[src/rtl/univ_shift_reg.sv]
// Universal shift register on falling clk edges: hold, shift right/left, parallel load,
// with a frame counter and a one-cycle done pulse every WIDTH shifts.
module univ_shift_reg #(
    parameter int unsigned WIDTH = 8,
    parameter int unsigned CW    = $clog2(WIDTH + 1)
) (
    input  logic             clk,
    input  logic             reset_n,
    input  logic             set_n,
    input  logic [1:0]       mode,
    input  logic             sin_r,
    input  logic             sin_l,
    input  logic [WIDTH-1:0] d,
    output logic [WIDTH-1:0] q,
    output logic             sout_r,
    output logic             sout_l,
    output logic [CW-1:0]    cnt,
    output logic             done
);

    typedef enum logic {
        EMPTY,
        FILLING
    } frame_t;

    localparam logic [CW-1:0] LAST = CW'(WIDTH - 1);

    logic [WIDTH-1:0] r_q;
    logic [CW-1:0]    r_cnt;
    logic             r_done;
    frame_t           r_state;

    logic             w_shift;
    logic [WIDTH-1:0] w_shifted;

    always_comb begin
        w_shift   = (mode == 2'b01) || (mode == 2'b10);
        w_shifted = (mode == 2'b01) ? {sin_r, r_q[WIDTH-1:1]} : {r_q[WIDTH-2:0], sin_l};
    end

    always_ff @(negedge clk or negedge reset_n) begin
        if (!reset_n) begin
            r_q     <= '0;
            r_cnt   <= '0;
            r_done  <= 1'b0;
            r_state <= EMPTY;
        end else if (!set_n) begin
            r_q     <= '1;
            r_cnt   <= '0;
            r_done  <= 1'b0;
            r_state <= EMPTY;
        end else if (mode == 2'b11) begin
            r_q     <= d;
            r_cnt   <= '0;
            r_done  <= 1'b0;
            r_state <= EMPTY;
        end else if (w_shift) begin
            r_q <= w_shifted;
            // Wrap is only reachable from FILLING since LAST is never 0 (WIDTH >= 2).
            if (r_state == FILLING && r_cnt == LAST) begin
                r_cnt   <= '0;
                r_done  <= 1'b1;
                r_state <= EMPTY;
            end else begin
                r_cnt   <= (r_state == EMPTY) ? CW'(1) : r_cnt + CW'(1);
                r_done  <= 1'b0;
                r_state <= FILLING;
            end
        end else begin
            r_done <= 1'b0;
        end
    end

    assign q      = r_q;
    assign cnt    = r_cnt;
    assign done   = r_done;
    assign sout_r = r_q[0];
    assign sout_l = r_q[WIDTH-1];

endmodule

[config.mk]
export PLATFORM = sky130hd
export DESIGN_NAME = univ_shift_reg
export DESIGN_NICKNAME = d
export VERILOG_FILES = /design/src/rtl/univ_shift_reg.sv
export SDC_FILE = /design/constraint.sdc
export NUM_CORES = 1
export LEC_CHECK = 0
export BUFFER_PORTS_ARGS = -buffer_cell sky130_fd_sc_hd__buf_2
export CAP_MARGIN = 20
export CORE_MARGIN = 5
export CORE_UTILIZATION = 25
export CTS_CLUSTER_SIZE = 16
export DETAILED_ROUTE_END_ITERATION = 8
export PLACE_DENSITY = 0.57
export SYNTH_ARGS = -nofsm -noshare
export SYNTH_HDL_FRONTEND = slang
export SYNTH_SLANG_ARGS = --single-unit
export TNS_END_PERCENT = 1
[constraint.sdc]
create_clock -name clk -period 1.4 [get_ports clk]
set_input_delay 0.14 -clock clk [delete_from_list [all_inputs] [get_ports clk]]
set_output_delay 0.14 -clock clk [all_outputs]
set_load 0.01 [all_outputs]
==> results.ini <==
[place]
dp.final_hpwl_um = 1690
port_buffers = 29
place.gp.congestion = 0.745
dpl-instance-area_sq_um = 1170
placed_cells_incl_taps = 164

[die]
total_die_area_sq_um = 4810
initial_core_util_pct = 26.2
ioPinCount = 30
die_width_um = 69.4
placeableCoreArea_sq_um = 3360
die_y_um = 69.4
rows = 21

[worst_setup_path]
cp_cell_sequence = buf_2
worst_setup_path_end_kind = output pin
critical_path_required_ns = 1.26
crit_buf_inv = 1
cp-start-kind = flip-flop
cp_slowest_cell = sky130_fd_sc_hd__dfrtn_1
critPathArrivalTime_ns = 1.57
timing_worst_setup_path_type = flip-flop to output pin
delay_heaviest_family_cp = flip-flops
worst-path-max-fanout = 3
crit_path_max_incr_delay_ns = 0.44

[cells_and_area]
layout.filler_cells = 386
fin_area_sq_um = 1240
area_growth_synth_to_finish_pct = 41.3
finish.cell_count_without_fillers = 169
antenna-diode-count = 0
drive_gt1_share_pct = 49.6
post_layout_net_count = 142

[sta]
finalSetupViolCount = 28
relSlewSlack_pct = 77.7
timing.hold.ws_ns = 0.334
worst-slew-pin-transition_ns = 0.335
final.setup_skew_ns = 0.000441
timing_hold_violations_final = 0
final_critical_path_setup_slack_ns = -0.310
final_max_slew_viol_count = 0
grt_setup_unrepaired = yes
final.setup.tns_ns = -6.31

[status]
outcome = complete, but fails checks
violations = negative setup slack

[clock_network]
clock_tree_from_tritoncts = done
cts_inserted_buffers = 3
h-tree-depth = 1
worst_setup_hold_path_clk_slew_ns = 0.06
cts.sink_count = 14
clk_path_buf_depth = 2
root_buffer = sky130_fd_sc_hd__clkbuf_4
worstSkewPairLatency_ns = 0.28

[pwr]
power.density_nw_per_um2 = 837
vdd_ir_drop_max_v = 0.000318
total_leakage_power_nw = 0.585

[global_route]
remaining_overflow_grt = 0
grt_max_degree = 19
global_route_wire_length_before_repair_um = 3710
first_global_vias = 822
track_usage_pct = 9.32
grt_antenna_before_repair = 0

[route]
routedWlPerCell_um = 12.8
detail_route.wirelength_um = 2160
detailroute.via_count = 743
drc_errors = 0
drt-vias-per-instance = 4.40
detail-route-antenna-nets = 0
drt_iter0_drc = 35
first_pass_iters = 4

[yosys]
postSynthNetCount = 99
ys.warnings.count = 0
synth_cell_types = 23
post_synth.cell_area_avg_sq_um = 10.9
synth-seq-area-share_pct = 39.8
postSynthRegisterBits = 14
mapped_area_sq_um = 881
synth_cells = 81

[run]
cap_viol_max_count = 0

[min_path]
min_path_type = input pin to asynchronous set/reset pin

cells in the final DEF, fill, tap and decap left out:
cell type                  instances
sky130_fd_sc_hd__nor3_1            1
sky130_fd_sc_hd__buf_2            26
sky130_fd_sc_hd__nand2_1          13
sky130_fd_sc_hd__buf_4            17
sky130_fd_sc_hd__mux2_4            8
sky130_fd_sc_hd__mux2i_1          10
sky130_fd_sc_hd__nand3_1           1
sky130_fd_sc_hd__nand3b_1          1
sky130_fd_sc_hd__o211ai_1          8
sky130_fd_sc_hd__inv_12            1
sky130_fd_sc_hd__nor2b_1           1
sky130_fd_sc_hd__dfrtn_1          14
sky130_fd_sc_hd__nor2_1            2
sky130_fd_sc_hd__nor3b_1           1
sky130_fd_sc_hd__buf_6             2
sky130_fd_sc_hd__buf_12            1
sky130_fd_sc_hd__a21oi_1           3
sky130_fd_sc_hd__clkbuf_4          3
sky130_fd_sc_hd__ha_1              2
sky130_fd_sc_hd__o21ai_1           1
sky130_fd_sc_hd__ha_4              1
sky130_fd_sc_hd__o22ai_1           1
sky130_fd_sc_hd__nand2b_4          1
sky130_fd_sc_hd__nand4b_1          3
sky130_fd_sc_hd__clkbuf_8          1
power by group:
part / internal [mW] / switching [mW] / leakage, nW
clock: 0.158 / 0.137 / 0.0210
combinational: 0.166 / 0.132 / 0.404
sequential: 0.433 / 0.0175 / 0.161
per-stage QoR:
stage                     utilization [%]  setup WS [ns]  power (mW)
final                                37.0         -0.310        1.04
after detailed placement             34.7         -0.619       0.742
after global placement               34.7         -0.593       0.738
after global routing                 37.0         -0.351        1.11
after floorplan                         -         -0.396       0.635
after CTS                            36.5         -0.327        1.05
cell families (layout without fill, tap and decap cells):
| logic type | after synthesis | count (layout) | synth area share, % |
|---|---|---|---|
| compound gates | 13 | 13 | 9.80 |
| mux | 18 | 18 | 25.0 |
| flops | 14 | 14 | 39.8 |
| fa+ha+maj | 3 | 3 | 4.26 |
| simple gates | 24 | 24 | 13.6 |
| buf+inv | 9 | 51 | 7.53 |
repair_timing:
action,4_1_cts,5_1_grt
gates resized for setup,8,2
gates cloned,0,0
setup endpoints to repair,29,29
hold buffers,0,0
buffers inserted,0,1
pin swaps,6,0
metal layers:
layer / vias to the layer above / part of all wire, % / global-route usage [%] / wire [um]
met3: 2 / 6.9 / 4.49 / 149
met5: - / 0 / 0 / 0
met2: 22 / 47 / 15.1 / 1000
li1: 374 / - / - / -
met1: 345 / 46 / 11.7 / 994
met4: 0 / 0.32 / 0.651 / 7
flip-flops by register name (all words and copies together), names as in the netlist:
name / cells
q: 8
cnt: 4
done: 1
r_state: 1
synth_stat cells:
| cell type | n | area (sq um) |
|---|---|---|
| sky130_fd_sc_hd__nor3_1 | 1 | 5.00 |
| sky130_fd_sc_hd__clkbuf_2 | 1 | 5.00 |
| sky130_fd_sc_hd__nand2b_1 | 1 | 6.26 |
| sky130_fd_sc_hd__ha_1 | 3 | 37.5 |
| sky130_fd_sc_hd__nand3b_1 | 1 | 7.51 |
| sky130_fd_sc_hd__mux2i_1 | 10 | 100 |
| sky130_fd_sc_hd__o211ai_1 | 8 | 60.1 |
| sky130_fd_sc_hd__inv_1 | 1 | 3.75 |
| sky130_fd_sc_hd__buf_6 | 3 | 33.8 |
| sky130_fd_sc_hd__buf_4 | 2 | 15.0 |
| sky130_fd_sc_hd__nor3b_1 | 1 | 7.51 |
| sky130_fd_sc_hd__a21oi_1 | 3 | 15.0 |
| sky130_fd_sc_hd__buf_2 | 1 | 5.00 |
| sky130_fd_sc_hd__mux2_4 | 8 | 120 |
| sky130_fd_sc_hd__clkbuf_1 | 1 | 3.75 |
| sky130_fd_sc_hd__nor2_1 | 2 | 7.51 |
| sky130_fd_sc_hd__o22ai_1 | 1 | 6.26 |
| sky130_fd_sc_hd__dfrtn_1 | 14 | 350 |
| sky130_fd_sc_hd__nor2b_1 | 1 | 6.26 |
| sky130_fd_sc_hd__nand2_1 | 13 | 48.8 |
| sky130_fd_sc_hd__nand4b_1 | 3 | 26.3 |
| sky130_fd_sc_hd__nand3_1 | 1 | 5.00 |
| sky130_fd_sc_hd__o21ai_0 | 1 | 5.00 |
cell type report:
class	count	area [sq um]	share of cell area, %
Multi-Input combinational cell	58	484	38.9
Inverter	1	16.3	1.31
Clock buffer	4	36.3	2.91
Tap cell	46	57.6	4.62
Sequential cell	14	350	28.1
Timing Repair Buffer	46	300	24.1
path summary, 6_finish.rpt:
kind | from | to | slack, ns | cells past startpoint
max reg2reg | cnt[0] | cnt[3] | 0.04 | 5
min reg2reg | r_state | r_state | 0.59 | 2
min | reset_n | done | 0.33 | 1
min in group clk | r_state | r_state | 0.59 | 2
max in group asynchronous | reset_n | cnt[2] | 0.79 | 1
max | q[7] | sout_l | -0.31 | 1
(Power assumes the default switching activity.)
